--- config.mk ---
export PLATFORM = sky130hd
export DESIGN_NAME = logic_unit_resp
export DESIGN_NICKNAME = d
export VERILOG_FILES = /design/src/rtl/logic_unit_pkg.sv /design/src/rtl/logic_unit_alu.sv /design/src/rtl/logic_unit_resp.sv
export SDC_FILE = /design/constraint.sdc
export NUM_CORES = 1
export LEC_CHECK = 0
export ABC_AREA = 1
export CORE_UTILIZATION = 40
export CTS_CLUSTER_SIZE = 16
export DETAILED_ROUTE_END_ITERATION = 12
export SYNTH_ARGS = -nofsm -noshare
export SYNTH_HDL_FRONTEND = slang
export SYNTH_SLANG_ARGS = --single-unit
--- constraint.sdc ---
create_clock -name clk -period 1.89 [get_ports clk]
set_input_delay 0.378 -clock clk [delete_from_list [all_inputs] [get_ports clk]]
set_output_delay 0.378 -clock clk [all_outputs]
set_load 0.01 [all_outputs]
--- src/rtl/logic_unit_pkg.sv ---
// Shared types for the handshaked logic responder: opcode encoding,
// responder FSM states and the completed-transaction counter width.
package logic_unit_pkg;

    typedef enum logic [2:0] {
        OP_AND   = 3'd0,
        OP_OR    = 3'd1,
        OP_XOR   = 3'd2,
        OP_NAND  = 3'd3,
        OP_NOR   = 3'd4,
        OP_XNOR  = 3'd5,
        OP_NOT_A = 3'd6,
        OP_PASS_A = 3'd7
    } logic_op_e;

    typedef enum logic [1:0] {
        ST_IDLE = 2'd0,
        ST_EXEC = 2'd1,
        ST_RESP = 2'd2
    } lu_state_e;

    localparam int LU_COUNT_W = 16;

endpackage

--- src/rtl/logic_unit_alu.sv ---
// Purely combinational opcode-to-result bitwise function with zero detect.
// The zero flag is taken from the final result, after any inversion.
module logic_unit_alu
    import logic_unit_pkg::*;
#(
    parameter int WIDTH = 4
) (
    input  logic [2:0]       op_i,
    input  logic [WIDTH-1:0] a_i,
    input  logic [WIDTH-1:0] b_i,
    output logic [WIDTH-1:0] result_o,
    output logic             zero_o
);

    // Select the bitwise function; B is ignored for the single-operand ops.
    always_comb begin
        result_o = a_i;
        case (logic_op_e'(op_i))
            OP_AND:    result_o = a_i & b_i;
            OP_OR:     result_o = a_i | b_i;
            OP_XOR:    result_o = a_i ^ b_i;
            OP_NAND:   result_o = ~(a_i & b_i);
            OP_NOR:    result_o = ~(a_i | b_i);
            OP_XNOR:   result_o = ~(a_i ^ b_i);
            OP_NOT_A:  result_o = ~a_i;
            OP_PASS_A: result_o = a_i;
            default:   result_o = a_i;
        endcase
    end

    assign zero_o = (result_o == '0);

endmodule

--- src/rtl/logic_unit_resp.sv ---
// Handshaked bitwise logic responder: IDLE accepts a request, EXEC computes
// from the captured operands, RESP presents a held result until taken.
// Optional feature macro: LOGIC_UNIT_RESP_COUNT_EN adds the saturating
// txn_count output counting completed response handshakes.
module logic_unit_resp
    import logic_unit_pkg::*;
#(
    parameter int WIDTH = 4
) (
    input  logic                  clk,
    input  logic                  rst_n,
    input  logic                  req_valid,
    output logic                  req_ready,
    input  logic [2:0]            req_op,
    input  logic [WIDTH-1:0]      req_a,
    input  logic [WIDTH-1:0]      req_b,
    output logic                  rsp_valid,
    input  logic                  rsp_ready,
    output logic [WIDTH-1:0]      rsp_result,
    output logic                  rsp_zero
`ifdef LOGIC_UNIT_RESP_COUNT_EN
    ,
    output logic [LU_COUNT_W-1:0] txn_count
`endif
);

    lu_state_e        state_q, state_d;
    logic [2:0]       op_q;
    logic [WIDTH-1:0] a_q, b_q;
    logic [WIDTH-1:0] result_q;
    logic             zero_q;
    logic [WIDTH-1:0] alu_result;
    logic             alu_zero;
    logic             accept;

    // Handshake outputs come straight from the registered state.
    assign req_ready  = (state_q == ST_IDLE);
    assign rsp_valid  = (state_q == ST_RESP);
    assign accept     = req_ready && req_valid;
    assign rsp_result = result_q;
    assign rsp_zero   = zero_q;

    // FSM state register; reset aborts any in-flight transaction.
    always_ff @(posedge clk or negedge rst_n) begin
        if (!rst_n) state_q <= ST_IDLE;
        else        state_q <= state_d;
    end

    // FSM next-state: one cycle each in IDLE-accept, EXEC and RESP.
    always_comb begin
        state_d = state_q;
        case (state_q)
            ST_IDLE: if (req_valid) state_d = ST_EXEC;
            ST_EXEC: state_d = ST_RESP;
            ST_RESP: if (rsp_ready) state_d = ST_IDLE;
            default: state_d = ST_IDLE;
        endcase
    end

    // Operand capture on accept only; later input changes are ignored.
    always_ff @(posedge clk) begin
        if (accept) begin
            op_q <= req_op;
            a_q  <= req_a;
            b_q  <= req_b;
        end
    end

    logic_unit_alu #(.WIDTH(WIDTH)) u_alu (
        .op_i     (op_q),
        .a_i      (a_q),
        .b_i      (b_q),
        .result_o (alu_result),
        .zero_o   (alu_zero)
    );

    // Response registers load in EXEC and hold through RESP backpressure.
    always_ff @(posedge clk or negedge rst_n) begin
        if (!rst_n) begin
            result_q <= '0;
            zero_q   <= 1'b0;
        end else if (state_q == ST_EXEC) begin
            result_q <= alu_result;
            zero_q   <= alu_zero;
        end
    end

`ifdef LOGIC_UNIT_RESP_COUNT_EN
    logic [LU_COUNT_W-1:0] cnt_q, cnt_d;

    assign cnt_d     = (cnt_q == {LU_COUNT_W{1'b1}}) ? cnt_q : cnt_q + 1'b1;
    assign txn_count = cnt_q;

    // Completed-handshake counter, saturating at all-ones.
    always_ff @(posedge clk or negedge rst_n) begin
        if (!rst_n)                      cnt_q <= '0;
        else if (rsp_valid && rsp_ready) cnt_q <= cnt_d;
    end
`endif

endmodule

==> flow_summary.json, run 1 <==
{
  "fillers": 238,
  "cp_cell_sequence": "inv_1, nand2_1, inv_1, clkdlybuf4s50_1",
  "period_minus_slack_ps": 1800,
  "io_pins": 22,
  "crit_fanout": 4,
  "p_leak_nw": 0.650,
  "syn_area_um2": 1080,
  "gp_congestion": 0.877,
  "power_density_nw_per_um2": 1090,
  "cp_num_cells": 4,
  "rows": 18,
  "insertedDiodeCount": 0,
  "ys_warn_count": 0,
  "placedCellCount": 185,
  "worst_slew_pin_slew_ps": 442,
  "fin_crit_sh_pct": 95.1,
  "finClkSkew_ps": 1.17,
  "finalSetupTns_ps": 0,
  "grt_start_max_net_pins": 16,
  "reg2reg_depth": 9,
  "cts_root_buf": "clkbuf_4",
  "crit_top_cell": "inv_1",
  "crit_end": "rsp_valid",
  "numCtsBuffers": 3,
  "hp-class": "input port to async pin",
  "clkLatencyLatePin_ps": 280,
  "core-area_um2": 2500,
  "rsz0062_at_grt": "false",
  "regArea_um2": 505,
  "max-cap-violations": 0,
  "layout_common_cells": "nand2_1 (31), inv_1 (24), clkdlybuf4s50_1 (21)",
  "netlist_instances": 134,
  "required_ps": 1510,
  "timing.rr.end": "rsp_zero",
  "layoutNonFillerInstCount": 189,
  "die_h_um": 53.9,
  "cpLargestDelayFamily": "buffers and inverters",
  "cts_setup_buffers": 0,
  "ant_nets": 0,
  "irDropWorstVdd_uv": 794,
  "setup_ws_ps": 93.2,
  "grt_pass1_wl_um": 3610,
  "worstPathArrival_ps": 1420,
  "cpPeakStageDelay_ps": 520,
  "start_util_pct": 43.1,
  "synth_nets": 157,
  "drv_slew": 0,
  "reg2reg_setup_slack_ps": 330,
  "end_kind": "output pin",
  "port_buffers": 21,
  "cts_max_level": 1,
  "num_vias": 953,
  "dp_hpwl_um": 1630,
  "via_per_inst": 5.04,
  "crit_buf_inv": 3,
  "critPathKind": "flip-flop to output pin",
  "postRouteWirelength_um": 2090,
  "grt_use_total_pct": 17.5,
  "antenna_found_initial": 0,
  "syn_avg_cell_area_um2": 8.04,
  "cpMaxStageDelayCell": "clkdlybuf4s50_1",
  "finalSetupViolCount": 0,
  "drive_gt1_share_pct": 3.77,
  "grt_pass1_vias": 826,
  "drtIter0Drc": 41,
  "clk_pin_slew_ps": 100,
  "synth-seq-area-share_pct": 46.9,
  "post_drt_wl_per_cell_um": 11.0,
  "fp.dieArea_um2": 2900,
  "place_ws_ps": 325,
  "ys_types": 13,
  "nets": 183,
  "multiInputGateArea_um2": 464,
  "synth_area_leader_cell": "edfxtp_1",
  "slew_headroom_pct": 70.5,
  "startpoint": "state_q[0]",
  "final_hold_viol_count": 0,
  "cts_sinks": 18,
  "drc": 0,
  "dieWidth_um": 53.9,
  "cts.path.max_buffers": 2,
  "cts_resized": 0,
  "grt_overflow_total": 0,
  "fmax_mhz": 557,
  "firstDrtPassIters": 4,
  "outcome": "completed",
  "layout_commonest_cell": "nand2_1",
  "power_w": 0.00147,
  "synthTopCellsByArea": "edfxtp_1 (31%), dfrtp_1 (16%), nand2_1 (11%)",
  "synth_top_area_share_pct": 30.7,
  "cts_hold_buf": 0,
  "ys_ff_latch": 18,
  "start_kind": "flip-flop",
  "reg2reg_from": "op_q[0]",
  "cts_tree": "yes",
  "syn_to_final_growth_pct": 25.9
}
[routing by layer]
layer  share of wire, %  vias to the layer above  track usage, %
met5                  0                        -               0
met4               0.77                        0            5.70
met3                5.3                        2            3.67
met2                 41                       27            24.7
met1                 53                      437            26.3
li1                   -                      487               -
[Yosys cell counts]
cell type,count
nand2_1,31
inv_1,24
nor2_1,18
nand4_1,12
edfxtp_1,11
nand3_1,11
ha_1,8
dfrtp_1,7
o21ai_0,6
buf_2,2
nor3b_1,2
buf_4,1
nor3_1,1
[kinds of logic after synthesis]
logic type                 share of synthesized area [%]
AOI/OAI and AO/OA                                   2.79
adders and majority gates                           9.29
buffers and inverters                               9.99
DFF                                                 46.9
and+or+nand+nor                                     31.0
[flip-flops by register name, summed over array words and instances, names as in the netlist]
signal and cells:
state_q 2, rsp_zero 1, rsp_result 4, b_q 4, op_q 3, a_q 4
[how the worst min path moves through the flow]
stage / start / end / slack [ps] / depth (start not counted)
floorplan: rst_n / rsp_result[0] / 80 / 0
global placement: rsp_result[3] / rsp_result[3] / 470 / 2
detailed placement: rsp_result[3] / rsp_result[3] / 470 / 2
CTS: rst_n / rsp_result[0] / 340 / 1
global route: rst_n / rsp_result[0] / 350 / 1
finish: rst_n / rsp_zero / 340 / 1
[stage by stage]
step                      hold slack [ps]  area (um2)  utilization [%]
final                                 337        1360             54.3
after global routing                  350        1360             54.3
after CTS                             340        1360             54.3
after detailed placement              469        1330             53.2
after global placement                467        1330             53.2
after floorplan                      82.4        1080                -
[worst reg2reg max path, cell delays in order, from the launching register on]
cell and delay [ps]:
edfxtp_1 600, nand2_1 90, nor2_1 310, nand2_1 90
nand2_1 70, nor2_1 40, nand3_1 120, nor2_1 60
nand2_1 50, nand2_1 40
[area by class of cell]
| type | instances | share of cell area (%) |
|---|---|---|
| clock buffer | 4 | 1.94 |
| inverter | 24 | 6.64 |
| multi-input combinational | 89 | 34.2 |
| sequential | 18 | 37.3 |
| tap | 30 | 2.77 |
| timing repair buffer | 24 | 17.2 |
[power by group]
| part | total (W) | internal [W] | switching, W | leakage [nW] |
|---|---|---|---|---|
| Clock | 0.000199 | 0.0000819 | 0.000118 | 0.0150 |
| Combinational | 0.000613 | 0.000293 | 0.000320 | 0.444 |
| Sequential | 0.000660 | 0.000549 | 0.000110 | 0.192 |
Note: power is estimated with default switching activity, not from simulation.
==> inputs of run 2 (changes only) <==
--- a/config.mk
+++ b/config.mk
@@ -9,6 +9,7 @@
 export CORE_UTILIZATION = 40
 export CTS_CLUSTER_SIZE = 16
 export DETAILED_ROUTE_END_ITERATION = 12
+export PLACE_DENSITY_LB_ADDON = 0.15
 export SYNTH_ARGS = -nofsm -noshare
 export SYNTH_HDL_FRONTEND = slang
 export SYNTH_SLANG_ARGS = --single-unit
==> run 2 against run 1 <==
  * Non-clock buffer count is the same
  * Critical endpoint unchanged
  * Clock power is 4% lower
  * Sequential power decreased by 0.6%
  * Fmax is 0.61% lower
  * Combinational power rose by 2%
  * Power up 0.12%
  * Die area unchanged
  * Largest cell class unchanged
  * Setup slack got worse by 11 ps
  * First-iteration DRC count is 51% lower
  * Sequential share of layout area unchanged
  * Design area stayed put
  * Critical path depth stayed put
  * Critical path type unchanged
==> flow_summary.json, run 2 (same netlist as run 1, synthesis figures left out) <==
{
  "die_h_um": 53.9,
  "finalSetupTns_ps": 0,
  "cts_setup_buffers": 0,
  "drv_slew": 0,
  "fin_hold_ws_ps": 341,
  "antenna_found_initial": 0,
  "layout_commonest_cell": "nand2_1",
  "start_util_pct": 43.1,
  "end_kind": "output pin",
  "p_leak_nw": 0.650,
  "wl_met2_um": 939,
  "clk_pin_slew_ps": 100,
  "drtIter0Drc": 20,
  "grt_start_max_net_pins": 16,
  "finalSetupViolCount": 0,
  "slew_headroom_pct": 70.2,
  "grt_pass1_vias": 785,
  "dp_hpwl_um": 1650,
  "cts_hold_buf": 0,
  "drive_gt1_share_pct": 3.77,
  "crit_top_cell": "inv_1",
  "port_buffers": 21,
  "cp_num_cells": 4,
  "cp_cell_sequence": "inv_1, nand2_1, inv_1, clkdlybuf4s50_1",
  "fin_crit_sh_pct": 95.7,
  "required_ps": 1510,
  "nets": 183,
  "num_vias": 947,
  "critPathKind": "flip-flop to output pin",
  "power_w": 0.00147,
  "worst_slew_pin_slew_ps": 444,
  "postRouteWirelength_um": 2080,
  "cpLargestDelayFamily": "buffers and inverters",
  "cts.path.max_buffers": 2,
  "syn_to_final_growth_pct": 25.9,
  "fp.dieArea_um2": 2900,
  "multiInputGateArea_um2": 464,
  "reg2reg_depth": 8,
  "start_kind": "flip-flop",
  "crit_buf_inv": 3,
  "placedCellCount": 184,
  "fillers": 246,
  "routed.top_layer": "met4",
  "core-area_um2": 2500,
  "dieWidth_um": 53.9,
  "m1WireLength_um": 948,
  "period_minus_slack_ps": 1810,
  "cpPeakStageDelay_ps": 520,
  "drc": 0,
  "max-cap-violations": 0,
  "regArea_um2": 505,
  "cts_sinks": 18,
  "cts_tree": "yes",
  "fmax_mhz": 553,
  "grt_overflow_total": 0,
  "numCtsBuffers": 3,
  "final_hold_viol_count": 0,
  "via_per_inst": 5.01,
  "firstDrtPassIters": 5,
  "clkLatencyLatePin_ps": 290,
  "worstPathArrival_ps": 1430,
  "outcome": "completed",
  "hp-class": "input port to async pin",
  "post_drt_wl_per_cell_um": 11.0,
  "cts_max_level": 1,
  "finClkSkew_ps": 4.00,
  "insertedDiodeCount": 0,
  "cts_resized": 0,
  "grt_pass1_wl_um": 3300,
  "irDropWorstVdd_uv": 728,
  "cpMaxStageDelayCell": "clkdlybuf4s50_1",
  "layout_common_cells": "nand2_1 (31), inv_1 (24), clkdlybuf4s50_1 (21)",
  "finish.utilization_pct": 54.3,
  "grt_use_total_pct": 16.0,
  "power_density_nw_per_um2": 1090,
  "wl_met3_um": 174,
  "gp_congestion": 0.903,
  "crit_fanout": 4,
  "rsz0062_at_grt": "false",
  "cts_root_buf": "clkbuf_4",
  "io_pins": 22,
  "ant_nets": 0,
  "rows": 18,
  "layoutNonFillerInstCount": 189
}
-- run 2: cell types whose count changed in the layout (fill, tap and decap cells not counted), sizes merged --
cell | before | now
clkbuf | 4 | 3
clkinv | 0 | 1
-- run 2: metrics by stage --
| step | setup slack, ps | area, um2 |
|---|---|---|
| after global placement | 323 | 1320 |
| after floorplan | 183 | 1080 |
| after detailed placement | 311 | 1320 |
| final | 82.1 | 1360 |
| after global routing | 8.18 | 1360 |
| after CTS | 94.4 | 1350 |
-- run 2: power breakdown --
| part | internal (W) | leakage, nW | switching (W) |
|---|---|---|---|
| clock network | 0.0000768 | 0.0154 | 0.000114 |
| registers | 0.000549 | 0.192 | 0.000107 |
| logic | 0.000301 | 0.443 | 0.000326 |
-- run 2: layout make-up --
type,instances,area share (%)
Sequential cell,18,37.3
Multi-Input combinational cell,89,34.2
Timing Repair Buffer,24,17.2
Clock inverter,1,0.277
Clock buffer,3,1.66
Tap cell,30,2.77
Inverter,24,6.64
-- run 2: path summary, 6_finish.rpt --
path,from,end,slack (ps)
max reg2reg,op_q[0],rsp_zero,290
max in group asynchronous,rst_n,rsp_result[3],1300
max,state_q[0],rsp_valid,80
min in group clk,rsp_zero,rsp_zero,490
min,rst_n,rsp_result[1],340
min reg2reg,rsp_zero,rsp_zero,490
-- run 2: layer usage --
metal / vias up / GRT usage (%)
li1: 489 / -
met1: 420 / 22.4
met2: 34 / 25.1
met3: 4 / 3.39
met4: 0 / 3.95
met5: - / 0
